--- src/rtl/hf_1.sv ---
`default_nettype none
// ============================================================================
//  Module   : hf_1
//  Purpose  : Traffic-light controller: shared tick prescaler, vehicle FSM,
//             phase-locked pedestrian signal and flashing-amber indicator.
//  Revision : 1.0  initial release
// ============================================================================
module hf_1 #(
    parameter int TICK_DIV   = 1,
    parameter int STD_RED    = 4,
    parameter int STD_RY     = 1,
    parameter int STD_GREEN  = 4,
    parameter int STD_YELLOW = 1
) (
    input  logic       clk,
    input  logic       rst,
    output logic [2:0] std_out,
    output logic [2:0] man_out,
    output logic [2:0] ind_out
);
    localparam int PC_W    = (TICK_DIV > 1) ? $clog2(TICK_DIV) : 1;
    localparam int MAX_A   = (STD_RED > STD_RY) ? STD_RED : STD_RY;
    localparam int MAX_B   = (STD_GREEN > STD_YELLOW) ? STD_GREEN : STD_YELLOW;
    localparam int MAX_DUR = (MAX_A > MAX_B) ? MAX_A : MAX_B;
    localparam int CNT_W   = (MAX_DUR > 1) ? $clog2(MAX_DUR) : 1;

    localparam logic [PC_W-1:0]  C_PC_LAST   = PC_W'(TICK_DIV - 1);
    localparam logic [CNT_W-1:0] C_RED_LAST  = CNT_W'(STD_RED - 1);
    localparam logic [CNT_W-1:0] C_RY_LAST   = CNT_W'(STD_RY - 1);
    localparam logic [CNT_W-1:0] C_GRN_LAST  = CNT_W'(STD_GREEN - 1);
    localparam logic [CNT_W-1:0] C_YEL_LAST  = CNT_W'(STD_YELLOW - 1);
    localparam logic [CNT_W-1:0] C_WALK_LO   = CNT_W'(1);
    localparam logic [CNT_W-1:0] C_WALK_HI   = CNT_W'(STD_RED - 2);

    typedef enum logic [1:0] {
        S_RED    = 2'd0,
        S_RY     = 2'd1,
        S_GREEN  = 2'd2,
        S_YELLOW = 2'd3
    } state_t;

    state_t           state_q, state_d;
    logic [PC_W-1:0]  pc_q, pc_d;
    logic [CNT_W-1:0] cnt_q, cnt_d;
    logic             fl_q, fl_d;
    logic             w_tick;
    logic [CNT_W-1:0] w_last;

    assign w_tick = (pc_q == C_PC_LAST);

    always_comb begin
        w_last = C_RED_LAST;
        case (state_q)
            S_RED:    w_last = C_RED_LAST;
            S_RY:     w_last = C_RY_LAST;
            S_GREEN:  w_last = C_GRN_LAST;
            S_YELLOW: w_last = C_YEL_LAST;
            default:  w_last = C_RED_LAST;
        endcase
    end

    always_comb begin
        pc_d    = w_tick ? '0 : pc_q + PC_W'(1);
        state_d = state_q;
        cnt_d   = cnt_q;
        fl_d    = fl_q;
        if (w_tick) begin
            fl_d = ~fl_q;
            if (cnt_q == w_last) begin
                cnt_d = '0;
                case (state_q)
                    S_RED:    state_d = S_RY;
                    S_RY:     state_d = S_GREEN;
                    S_GREEN:  state_d = S_YELLOW;
                    S_YELLOW: state_d = S_RED;
                    default:  state_d = S_RED;
                endcase
            end else begin
                cnt_d = cnt_q + CNT_W'(1);
            end
        end
    end

    // Reset wins over a coincident tick and drops any phase in progress.
    always_ff @(posedge clk) begin
        if (!rst) begin
            pc_q    <= '0;
            state_q <= S_RED;
            cnt_q   <= '0;
            fl_q    <= 1'b0;
        end else begin
            pc_q    <= pc_d;
            state_q <= state_d;
            cnt_q   <= cnt_d;
            fl_q    <= fl_d;
        end
    end

    always_comb begin
        std_out = 3'b100;
        case (state_q)
            S_RED:    std_out = 3'b100;
            S_RY:     std_out = 3'b110;
            S_GREEN:  std_out = 3'b001;
            S_YELLOW: std_out = 3'b010;
            default:  std_out = 3'b100;
        endcase
    end

    // Walk only inside RED, leaving one clearance tick at each end.
    assign man_out = ((state_q == S_RED) && (cnt_q >= C_WALK_LO) && (cnt_q <= C_WALK_HI))
                     ? 3'b001 : 3'b100;
    assign ind_out = fl_q ? 3'b000 : 3'b010;

endmodule
`default_nettype wire

--- config.mk ---
export PLATFORM = sky130hd
export DESIGN_NAME = hf_1
export DESIGN_NICKNAME = d
export VERILOG_FILES = /design/src/rtl/hf_1.sv
export SDC_FILE = /design/constraint.sdc
export NUM_CORES = 1
export LEC_CHECK = 0
export BUFFER_PORTS_ARGS = -buffer_cell sky130_fd_sc_hd__buf_2
export CAP_MARGIN = 30
export CORE_AREA = 2 2 39 41
export DETAILED_ROUTE_END_ITERATION = 10
export DIE_AREA = 0 0 41 43
export GPL_ROUTABILITY_DRIVEN = 1
export REMOVE_ABC_BUFFERS = 1
export SYNTH_ARGS = -nofsm -noshare
export SYNTH_HDL_FRONTEND = slang
export SYNTH_SLANG_ARGS = --single-unit
--- constraint.sdc ---
create_clock -name clk -period 2.1 [get_ports clk]
set_input_delay 0.21 -clock clk [delete_from_list [all_inputs] [get_ports clk]]
set_output_delay 0.21 -clock clk [all_outputs]
set_load 0.02 [all_outputs]
==> impl_metrics.py <==
metrics = {
    "timing": {
        "tns_ps": 0,
        "setup_viol": 0,
        "hold_viol_final": 0,
        "period_needed_ps": 1570,
        "fmax_ghz": 0.638,
        "slew_viol_final": 0,
        "final.period_utilization_pct": 74.6,
        "layout_setup_ws_ps": 532,
        "rsz0062_at_grt": "false",
        "skew_ps": 4.99,
    },
    "place": {
        "routabilityCongestion": 0.658,
        "pre_cts_slack_ps": 660,
        "port_buffers": 7,
        "postPlaceCellArea_sq_um": 417,
        "hpwl_microns": 452,
    },
    "pwr": {
        "vdd_drop_max_mv": 0.353,
        "pwr-share-comb_pct": 17.2,
        "pwr-share-clk_pct": 36.7,
        "p_per_area_mw_per_mm2": 638,
        "p_switching_w": 0.0000762,
        "p_leak_nw": 0.202,
        "seq_power_share_pct": 46.1,
        "switching_share_pct": 27.2,
        "internal_power_w": 0.000204,
    },
    "worst_setup_path": {
        "cpPeakStageDelay_ps": 380,
        "worst-setup-path-type": "reg2out",
        "cp.arrival_ps": 1360,
        "critPathCaptureType": "primary output",
        "worstPathRequired_ps": 1890,
        "rr_worst_depth": 6,
        "start_kind": "flip-flop",
        "cp_slowest_cell": "dfxtp_1",
        "cp_max_fo": 4,
        "ff2ff_setup_slack_ps": 670,
        "crit_chain": "inv_1 -> ha_1 -> or2_2 -> buf_2",
    },
    "clock_network": {
        "cts_resized": 0,
        "cts_buffer_depth": 2,
        "h-tree-depth": 1,
        "cts_buffers": 3,
        "clk_root_buffer_cell": "clkbuf_4",
        "cts.sinks": 6,
        "cts_tree": "built",
        "cts_setup_buffers": 0,
        "clk_latency_ps": 240,
        "clkTransAtPathRegs_ps": 50,
        "cts_hold_buf": 0,
    },
    "outcome": {
        "status": "finished clean",
    },
    "die": {
        "fp.dieH_microns": 43,
        "io_pins": 11,
        "die_width_microns": 41,
        "num_rows": 14,
        "core-area_sq_mm": 0.00138,
        "die-area_sq_mm": 0.00176,
        "initial_core_util_pct": 26.9,
    },
    "route": {
        "vias": 274,
        "viasPerCell": 3.91,
        "ant_nets": 0,
        "drt_pass1_iterations": 3,
        "drc": 0,
        "drt_iter0_drc": 5,
        "wl_per_cell_microns": 8.10,
        "wirelength_microns": 567,
    },
    "cells_and_area": {
        "mostFrequentLayoutCells": "buf_2 (7), inv_1 (6), ha_1 (6), dfxtp_1 (6), nand2_1 (5)",
        "fin_nets": 64,
        "syn2layout_area_growth_pct": 17.8,
        "antenna_cells": 0,
        "final_area_sq_um": 439,
        "drive_gt1_share_pct": 22.2,
        "layout_commonest_cell": "buf_2",
    },
    "yosys": {
        "syn_area_per_cell_sq_um": 8.47,
        "seq_area_frac_synth_pct": 32.2,
        "syn_area_sq_um": 373,
        "syn_inst": 44,
        "yosysWarningCount": 0,
        "synth_cell_types": 17,
        "ys_ff_latch": 6,
    },
    "grt": {
        "grt_pass1_vias": 227,
        "grt_overflow": 0,
        "grt_pass1_wl_microns": 966,
        "antenna_found_initial": 0,
        "grt.total_usage_pct": 8.36,
        "grt_max_degree": 8,
    },
    "worst_hold_path": {
        "hp-class": "in2reg",
        "hold_path_depth": 2,
    },
    "flow_run": {
        "maxCapViolCount": 0,
    },
}
## layer usage
layer	vias to the layer above	routed length (microns)	global-route usage [%]	part of all wire [%]
met5	-	0	0	0
met4	0	0	4.00	0
met3	0	18	4.71	3.2
met2	3	268	10.0	47
met1	121	280	11.7	49
li1	150	-	-	-
## flip-flops by register name, summed over array words and instances, names as in the netlist
register  count
cnt_q         2
state_q       2
fl_q          1
pc_q          1
## cell usage after synthesis (all sizes together)
cell / count / share of area, %
a21boi: 1 / 2.0
and2: 1 / 1.7
xnor2: 1 / 2.3
nor2: 4 / 4.0
ha: 6 / 20
inv: 6 / 6.0
buf: 3 / 6.0
nor2b: 1 / 1.7
nand3: 1 / 1.3
a21oi: 1 / 2.3
nand2: 5 / 5.0
dfxtp: 6 / 32
or2: 1 / 1.7
or3: 1 / 1.7
o21ai: 2 / 2.7
mux2i: 3 / 8.1
conb: 1 / 1.0
## logic make-up after synthesis
group	Yosys count	synth area share (%)
and+or+nand+nor	14	17.1
buffers and inverters	9	12.1
adders and majority gates	6	20.1
DFF	6	32.2
AOI/OAI and AO/OA	4	7.05
muxes	3	8.05
other	1	1.01
xor gates and xnor gates	1	2.35
## metrics by stage
step	hold WS, ps	instances	power [W]	util (%)
floorplan	332	44	0.000166	-
global placement	489	67	0.000179	30.1
detailed placement	498	67	0.000180	30.1
CTS	253	70	0.000290	31.7
global route	275	70	0.000305	31.7
finish	264	70	0.000280	31.7
## worst max-delay path, delay by kind of cell (launching register included)
kind / cells / cell delay, ps
adder cells (fa/ha/maj): 1 / 240
flip-flops: 1 / 380
AND/OR/NAND/NOR: 1 / 270
buffers and inverters: 2 / 240
## power by group through the flow
stage	Sequential, W	Combinational (W)	Clock [W]
3_5_place_dp	0.000131	0.0000488	0
3_3_place_gp	0.000131	0.0000482	0
4_1_cts	0.000129	0.0000492	0.000111
6_report	0.000129	0.0000483	0.000103
5_1_grt	0.000130	0.0000555	0.000119
2_1_floorplan	0.000129	0.0000364	0
## cell type report
type / instances / area [sq um]
inverters: 6 / 22.5
fillers: 157 / 945
flip-flops and latches: 6 / 120
well taps: 16 / 20.0
multi-input cells: 32 / 219
clock buffers: 3 / 22.5
repair buffers: 7 / 35.0
## path summary, 6_finish.rpt
check,from,end
max,state_q[0],std_out[2]
min,rst,fl_q
max reg2reg,state_q[1],state_q[0]
min reg2reg,state_q[1],state_q[1]
(Power assumes the default switching activity.)
